$ cat config.mk
export PLATFORM = sky130hd
export DESIGN_NAME = mc_cond_controller_flat
export DESIGN_NICKNAME = d
export VERILOG_FILES = /design/src/rtl/mc_cond_controller_if.sv /design/src/rtl/mc_cond_controller.sv /design/src/flat_wrapper.sv
export SDC_FILE = /design/constraint.sdc
export NUM_CORES = 1
export LEC_CHECK = 0
export CORE_AREA = 2 2 39 41
export CTS_CLUSTER_DIAMETER = 100
export DETAILED_ROUTE_END_ITERATION = 10
export DIE_AREA = 0 0 41 43
export DONT_BUFFER_PORTS = 1
export PLACE_DENSITY_LB_ADDON = 0.05
export SLEW_MARGIN = 15
export SYNTH_ARGS = -nofsm -noshare
export SYNTH_HDL_FRONTEND = slang
export SYNTH_SLANG_ARGS = --single-unit
$ cat constraint.sdc
create_clock -name clk -period 1.9 [get_ports clk]
set_clock_uncertainty 0.1 [all_clocks]
set_input_delay 0.19 -clock clk [delete_from_list [all_inputs] [get_ports clk]]
set_output_delay 0.19 -clock clk [all_outputs]
set_load 0.03 [all_outputs]
$ cat src/rtl/mc_cond_controller_if.sv
// Bus between the multicycle ARMv4 controller and the shared datapath.
// The controller drives the strobes, mux selects and flags; the datapath supplies IR and ALU flags.
interface mc_cond_controller_if;
    logic [19:0] Instr;
    logic [3:0]  ALUFlags;
    logic [3:0]  Flags;
    logic        PCWrite;
    logic        MemWrite;
    logic        RegWrite;
    logic        IRWrite;
    logic        AdrSrc;
    logic        ALUSrcA;
    logic [1:0]  ALUSrcB;
    logic [1:0]  ResultSrc;
    logic [1:0]  ALUControl;
    logic [1:0]  ImmSrc;
    logic [1:0]  RegSrc;

    modport master (
        input  Instr, ALUFlags,
        output Flags, PCWrite, MemWrite, RegWrite, IRWrite, AdrSrc,
        output ALUSrcA, ALUSrcB, ResultSrc, ALUControl, ImmSrc, RegSrc
    );

    modport slave (
        output Instr, ALUFlags,
        input  Flags, PCWrite, MemWrite, RegWrite, IRWrite, AdrSrc,
        input  ALUSrcA, ALUSrcB, ResultSrc, ALUControl, ImmSrc, RegSrc
    );
endinterface

$ cat src/rtl/mc_cond_controller.sv
// Multicycle ARMv4 control unit with NZCV flags and conditional squash.
// Optional retire/squash counters are enabled by defining PERF_CNT_EN.
module mc_cond_controller #(
    parameter logic [3:0] RESET_FLAGS = 4'b0000,
    parameter int         CNT_W       = 32
) (
    input  logic               clk,
    input  logic               reset,
    mc_cond_controller_if.master bus
`ifdef PERF_CNT_EN
    ,
    output logic [CNT_W-1:0]   retired_cnt,
    output logic [CNT_W-1:0]   squash_cnt
`endif
);

    typedef enum logic [3:0] {
        FETCH    = 4'd0,
        DECODE   = 4'd1,
        MEMADR   = 4'd2,
        MEMRD    = 4'd3,
        MEMWB    = 4'd4,
        MEMWR    = 4'd5,
        EXECUTER = 4'd6,
        EXECUTEI = 4'd7,
        ALUWB    = 4'd8,
        BRANCH   = 4'd9
    } state_t;

    state_t     state_q, state_d;
    logic [3:0] flags_q, flags_d;

    logic [3:0] cond;
    logic [1:0] op;
    logic [5:0] funct;
    logic [3:0] rd;
    logic       rd_pc;
    logic       cond_ex;
    logic [1:0] alu_dec;
    logic       n_f, z_f, c_f, v_f;
    logic       unused_rn;

    assign cond      = bus.Instr[19:16];
    assign op        = bus.Instr[15:14];
    assign funct     = bus.Instr[13:8];
    assign rd        = bus.Instr[3:0];
    assign rd_pc     = (rd == 4'hF);
    assign unused_rn = ^bus.Instr[7:4];
    assign {n_f, z_f, c_f, v_f} = flags_q;

    always_comb begin
        cond_ex = 1'b0;
        case (cond)
            4'b0000: cond_ex = z_f;
            4'b0001: cond_ex = !z_f;
            4'b0010: cond_ex = c_f;
            4'b0011: cond_ex = !c_f;
            4'b0100: cond_ex = n_f;
            4'b0101: cond_ex = !n_f;
            4'b0110: cond_ex = v_f;
            4'b0111: cond_ex = !v_f;
            4'b1000: cond_ex = c_f & !z_f;
            4'b1001: cond_ex = !c_f | z_f;
            4'b1010: cond_ex = (n_f == v_f);
            4'b1011: cond_ex = (n_f != v_f);
            4'b1100: cond_ex = !z_f & (n_f == v_f);
            4'b1101: cond_ex = z_f | (n_f != v_f);
            4'b1110: cond_ex = 1'b1;
            default: cond_ex = 1'b0;
        endcase
    end

    always_comb begin
        alu_dec = 2'b00;
        case (funct[4:1])
            4'b0100: alu_dec = 2'b00;
            4'b0010: alu_dec = 2'b01;
            4'b0000: alu_dec = 2'b10;
            4'b1100: alu_dec = 2'b11;
            default: alu_dec = 2'b00;
        endcase
    end

    // State register
    always_ff @(posedge clk) begin
        if (reset) begin
            state_q <= FETCH;
            flags_q <= RESET_FLAGS;
        end else begin
            state_q <= state_d;
            flags_q <= flags_d;
        end
    end

    // Next state; the condition is judged only here, against pre-instruction flags
    always_comb begin
        state_d = state_q;
        unique case (state_q)
            FETCH:  state_d = DECODE;
            DECODE: begin
                if (!cond_ex) begin
                    state_d = FETCH;
                end else begin
                    unique case (op)
                        2'b00:   state_d = funct[5] ? EXECUTEI : EXECUTER;
                        2'b01:   state_d = MEMADR;
                        2'b10:   state_d = BRANCH;
                        default: state_d = FETCH;
                    endcase
                end
            end
            MEMADR:   state_d = funct[0] ? MEMRD : MEMWR;
            MEMRD:    state_d = MEMWB;
            MEMWB:    state_d = FETCH;
            MEMWR:    state_d = FETCH;
            EXECUTER: state_d = ALUWB;
            EXECUTEI: state_d = ALUWB;
            ALUWB:    state_d = FETCH;
            BRANCH:   state_d = FETCH;
            default:  state_d = FETCH;
        endcase
    end

    // Logic ops leave C and V untouched
    always_comb begin
        flags_d = flags_q;
        if ((state_q == EXECUTER || state_q == EXECUTEI) && funct[0]) begin
            flags_d[3:2] = bus.ALUFlags[3:2];
            if (!alu_dec[1]) begin
                flags_d[1:0] = bus.ALUFlags[1:0];
            end
        end
    end

    // Outputs
    always_comb begin
        bus.PCWrite    = 1'b0;
        bus.MemWrite   = 1'b0;
        bus.RegWrite   = 1'b0;
        bus.IRWrite    = 1'b0;
        bus.AdrSrc     = 1'b0;
        bus.ALUSrcA    = 1'b0;
        bus.ALUSrcB    = 2'b00;
        bus.ResultSrc  = 2'b00;
        bus.ALUControl = 2'b00;
        unique case (state_q)
            FETCH: begin
                bus.IRWrite   = 1'b1;
                bus.ALUSrcA   = 1'b1;
                bus.ALUSrcB   = 2'b10;
                bus.ResultSrc = 2'b10;
                bus.PCWrite   = 1'b1;
            end
            DECODE: begin
                bus.ALUSrcA   = 1'b1;
                bus.ALUSrcB   = 2'b10;
                bus.ResultSrc = 2'b10;
            end
            MEMADR: bus.ALUSrcB = 2'b01;
            MEMRD:  bus.AdrSrc = 1'b1;
            MEMWB: begin
                bus.ResultSrc = 2'b01;
                bus.PCWrite   = rd_pc;
                bus.RegWrite  = !rd_pc;
            end
            MEMWR: begin
                bus.AdrSrc   = 1'b1;
                bus.MemWrite = 1'b1;
            end
            EXECUTER: bus.ALUControl = alu_dec;
            EXECUTEI: begin
                bus.ALUSrcB    = 2'b01;
                bus.ALUControl = alu_dec;
            end
            ALUWB: begin
                bus.PCWrite  = rd_pc;
                bus.RegWrite = !rd_pc;
            end
            BRANCH: begin
                bus.ALUSrcB   = 2'b01;
                bus.ResultSrc = 2'b10;
                bus.PCWrite   = 1'b1;
            end
            default: ;
        endcase
        if (reset) begin
            bus.PCWrite  = 1'b0;
            bus.MemWrite = 1'b0;
            bus.RegWrite = 1'b0;
            bus.IRWrite  = 1'b0;
        end
    end

    assign bus.Flags  = flags_q;
    assign bus.ImmSrc = op;
    assign bus.RegSrc = {op == 2'b01, op == 2'b10};

`ifdef PERF_CNT_EN
    logic [CNT_W-1:0] retired_q, retired_d;
    logic [CNT_W-1:0] squash_q, squash_d;

    always_comb begin
        retired_d = retired_q;
        squash_d  = squash_q;
        if (state_d == FETCH) begin
            if (state_q == DECODE) begin
                squash_d = squash_q + CNT_W'(1);
            end else if (state_q != FETCH) begin
                retired_d = retired_q + CNT_W'(1);
            end
        end
    end

    always_ff @(posedge clk) begin
        if (reset) begin
            retired_q <= '0;
            squash_q  <= '0;
        end else begin
            retired_q <= retired_d;
            squash_q  <= squash_d;
        end
    end

    assign retired_cnt = retired_q;
    assign squash_cnt  = squash_q;
`endif

endmodule

$ cat src/flat_wrapper.sv
// flat-port wrapper written by rule: the top's interface ports become plain ports
module mc_cond_controller_flat 
#(
    parameter logic [3:0] RESET_FLAGS = 4'b0000,
    parameter int         CNT_W       = 32
)
  (clk, reset, bus_Instr, bus_ALUFlags, bus_Flags, bus_PCWrite, bus_MemWrite, bus_RegWrite, bus_IRWrite, bus_AdrSrc, bus_ALUSrcA, bus_ALUSrcB, bus_ResultSrc, bus_ALUControl, bus_ImmSrc, bus_RegSrc);
  mc_cond_controller_if bus_i ();
  input  logic clk;
  input  logic reset;
  input wire logic [$bits(bus_i.Instr)-1:0] bus_Instr;
  input wire logic [$bits(bus_i.ALUFlags)-1:0] bus_ALUFlags;
  output wire logic [$bits(bus_i.Flags)-1:0] bus_Flags;
  output wire logic [$bits(bus_i.PCWrite)-1:0] bus_PCWrite;
  output wire logic [$bits(bus_i.MemWrite)-1:0] bus_MemWrite;
  output wire logic [$bits(bus_i.RegWrite)-1:0] bus_RegWrite;
  output wire logic [$bits(bus_i.IRWrite)-1:0] bus_IRWrite;
  output wire logic [$bits(bus_i.AdrSrc)-1:0] bus_AdrSrc;
  output wire logic [$bits(bus_i.ALUSrcA)-1:0] bus_ALUSrcA;
  output wire logic [$bits(bus_i.ALUSrcB)-1:0] bus_ALUSrcB;
  output wire logic [$bits(bus_i.ResultSrc)-1:0] bus_ResultSrc;
  output wire logic [$bits(bus_i.ALUControl)-1:0] bus_ALUControl;
  output wire logic [$bits(bus_i.ImmSrc)-1:0] bus_ImmSrc;
  output wire logic [$bits(bus_i.RegSrc)-1:0] bus_RegSrc;
  assign bus_i.Instr = bus_Instr;
  assign bus_i.ALUFlags = bus_ALUFlags;
  assign bus_Flags = bus_i.Flags;
  assign bus_PCWrite = bus_i.PCWrite;
  assign bus_MemWrite = bus_i.MemWrite;
  assign bus_RegWrite = bus_i.RegWrite;
  assign bus_IRWrite = bus_i.IRWrite;
  assign bus_AdrSrc = bus_i.AdrSrc;
  assign bus_ALUSrcA = bus_i.ALUSrcA;
  assign bus_ALUSrcB = bus_i.ALUSrcB;
  assign bus_ResultSrc = bus_i.ResultSrc;
  assign bus_ALUControl = bus_i.ALUControl;
  assign bus_ImmSrc = bus_i.ImmSrc;
  assign bus_RegSrc = bus_i.RegSrc;
  mc_cond_controller #(.RESET_FLAGS(RESET_FLAGS), .CNT_W(CNT_W)) u_core (.clk(clk), .reset(reset), .bus(bus_i));
endmodule
==> metrics.yaml <==
synthesis:
  synth-xor-area-share: 0.0234
  yosys.area_share.simple: 0.397
  synthCells: 105
  synth_cell_types: 38
  synth-seq-cells: 8
  synthAdderAreaFrac: 0
  seq_area_frac_synth: 0.214
  synth_top_family_by_area: "simple AND/OR/NAND/NOR gates"
  ys_warn_count: 0
  synth_area_sq_um: 749
  syn-num-nets: 131
  syn-mean-instance-area_sq_um: 7.14
  synthMuxAreaShare: 0.0534
  synth_compound_area_frac: 0.239
timing:
  hold_viol: 0
  finalSetupTns_ns: 0
  slew_headroom: 0.622
  report.final.setup_viol: 0
  period_share: 0.956
  fmax_ghz: 0.551
  slew_viol_final: 0
  rsz0062_at_grt: "false"
  period_needed_ns: 1.82
  worst_pin_slew_ns: 0.566
placed_design:
  io_buffers: 0
  hpwl_um: 1360
  place_congestion: 0.645
  placed_area_sq_um: 826
floorplan:
  core_area_sq_um: 1380
  dieArea_sq_um: 1760
  die_w_um: 41
  fp-row-count: 14
  die_h_um: 43
  initial_core_util: 0.542
  ios: 46
critical_path:
  setup.worst_path.class: "reg2reg"
  path_buf_inv: 1
  critPathLaunchType: "register"
  cp.depth: 5
  crit_family: "buffers and inverters"
  reg2reg_depth: 5
  end_kind: "register"
  crit_chain: "nor2b_1 > nand3_1 > mux2i_1 > nor2_1 > dlygate4sd3_1"
  cp.arrival_ns: 1.85
  max_stage_delay_ns: 0.56
  worstPathRequired_ns: 1.93
  cp_slowest_cell: "dlygate4sd3_1"
  cp_max_fo: 8
routing:
  vias: 803
  ant_nets: 0
  dr.pass1.iters: 4
  wire_per_inst_um: 13.7
  via_per_inst: 5.95
  detail_route.iter0.violations: 18
  drc: 0
  drt_wl_total_um: 1850
job:
  drv_cap: 0
clock_tree:
  numCtsBuffers: 3
  ctsLongestPathBuffers: 2
  cts_setup_buffers: 0
  cts_tree: "done"
  clk_root_buffer_cell: "clkbuf_4"
  clk_latency_ns: 0.26
  path_clk_slew_ns: 0.05
  clock_sinks: 8
  htreeDepth: 1
final_layout:
  sequential_cell_area_sq_um: 163
  fillers: 137
  design_area_sq_um: 915
  multi_input_area_sq_um: 544
  finalNetCount: 147
  synthToLayoutAreaGrowth_pct: 22.0
  n_antenna_cell: 0
  drive_gt1_frac: 0.218
grt:
  antenna_found_initial: 0
  grt_pass1_vias: 688
  grt-ovfl-total: 0
  grt_max_degree: 14
  grt_usage: 0.228
  grt_most_used_layer: "met2"
  met1_usage: 0.220
  use_met2: 0.409
  grt_pass1_wl_um: 2750
  use_met3: 0.0838
power:
  vdd_ir_drop_max_v: 0.000518
  p_leak_uw: 0.000370
  power_density_nw_per_um2: 492
worst_hold_path:
  holdPathStages: 2
  hp-class: "in2reg"
status:
  status: "completed"
cells in the final DEF (no fill, tap or decap):
cell type / count
a211o_1: 1
a21boi_1: 2
a21o_1: 1
a21oi_1: 5
a221oi_1: 1
a2bb2oi_2: 1
a31oi_1: 3
and4bb_1: 1
buf_4: 12
clkbuf_4: 3
dfxtp_1: 6
dfxtp_2: 2
dlygate4sd3_1: 6
inv_1: 3
inv_2: 1
mux2i_1: 4
nand2_1: 11
nand2b_1: 4
nand3_1: 2
nand3b_1: 2
nand4_1: 2
nor2_1: 18
nor2b_1: 4
nor3_1: 3
nor3_2: 2
nor3b_2: 1
nor4_1: 1
nor4_2: 1
nor4b_1: 1
o21ai_0: 3
o21ai_1: 2
o21ai_2: 1
o2bb2ai_1: 1
o32ai_2: 1
o41ai_1: 1
o41ai_2: 1
or2_1: 1
or3_1: 1
or4_1: 1
xnor2_1: 2
power by group:
part	internal, uW	switching, uW	total [uW]	leakage (uW)
Sequential	174	13.9	188	0.0000658
Combinational	50.7	83.1	134	0.000291
Clock	72.1	56.1	128	0.0000138
kinds of logic (layout without fill, tap and decap cells):
family | count (synthesis) | in the layout
compound gates | 24 | 24
simple gates | 56 | 56
flops | 8 | 8
mux | 4 | 4
xor+xnor | 2 | 2
buf+inv | 11 | 25
flip-flops by register name, summed over array words and instances (netlist names):
name and cells:
u_core.bus.Flags 4, u_core.state_q 4
worst paths after layout:
kind | slack (ns) | from | endpoint
hold reg to reg | 0.48 | u_core.bus.Flags[0] | u_core.bus.Flags[0]
hold / removal | 0.003 | reset | u_core.state_q[2]
setup reg to reg | 0.08 | u_core.state_q[2] | u_core.bus.Flags[2]
setup / recovery | 0.08 | u_core.state_q[2] | u_core.bus.Flags[2]
cells in the mapped netlist:
master / count / area (sq um)
buf_2: 2 / 10.0
a211o_1: 1 / 8.76
nor3_2: 2 / 20.0
buf_4: 3 / 22.5
nand4_1: 2 / 12.5
and4bb_1: 1 / 12.5
nor2b_1: 4 / 25.0
o21ai_0: 3 / 15.0
inv_2: 1 / 3.75
nor3_1: 3 / 15.0
or2_1: 1 / 6.26
o2bb2ai_1: 1 / 8.76
a221oi_1: 1 / 8.76
mux2i_1: 4 / 40.0
o41ai_2: 1 / 16.3
o32ai_2: 1 / 16.3
dfxtp_1: 8 / 160
a21o_1: 1 / 7.51
a21oi_1: 5 / 25.0
or4_1: 1 / 7.51
nand3b_1: 2 / 15.0
a2bb2oi_2: 1 / 15.0
or3_1: 1 / 6.26
o41ai_1: 1 / 8.76
xnor2_1: 2 / 17.5
nor2_1: 18 / 67.6
nand3_1: 2 / 10.0
nor4_1: 2 / 12.5
nor4b_1: 1 / 8.76
nor3b_2: 1 / 12.5
a21boi_1: 2 / 15.0
nand2b_1: 4 / 25.0
a31oi_1: 3 / 18.8
buf_1: 1 / 3.75
clkbuf_1: 1 / 3.75
nand2_1: 11 / 41.3
o21ai_1: 3 / 15.0
inv_1: 3 / 11.3
per-layer routing:
metal / vias up / part of all wire
met3: 2 / 0.077
met2: 39 / 0.49
li1: 401 / -
met5: - / 0
met4: 0 / 0.0076
met1: 361 / 0.42
stage by stage:
step                      cells  total power, uW  hold slack (ns)   util  setup WS (ns)
final                       135              450          0.00273  0.661         0.0845
after CTS                   135              454         0.000746  0.659         0.0305
after floorplan             105              305            0.196      -        0.00154
after global placement      126              311            0.163  0.597          0.189
after global routing        135              478          0.00851  0.661         0.0322
after detailed placement    126              313            0.165  0.597          0.199
layout make-up:
cell class	instances	share of cell area
Multi-Input combinational cell	86	0.595
Sequential cell	8	0.178
Tap cell	16	0.0219
Timing Repair Buffer	18	0.164
Inverter	4	0.0164
Clock buffer	3	0.0246
what timing repair did:
| action | in CTS | in global routing |
|---|---|---|
| resized for setup | 1 | 2 |
| setup endpoints to repair | 1 | 2 |
| hold endpoints to repair | 6 | 0 |
| hold buffers | 6 | 0 |
Power figures use the tool's default switching activity.
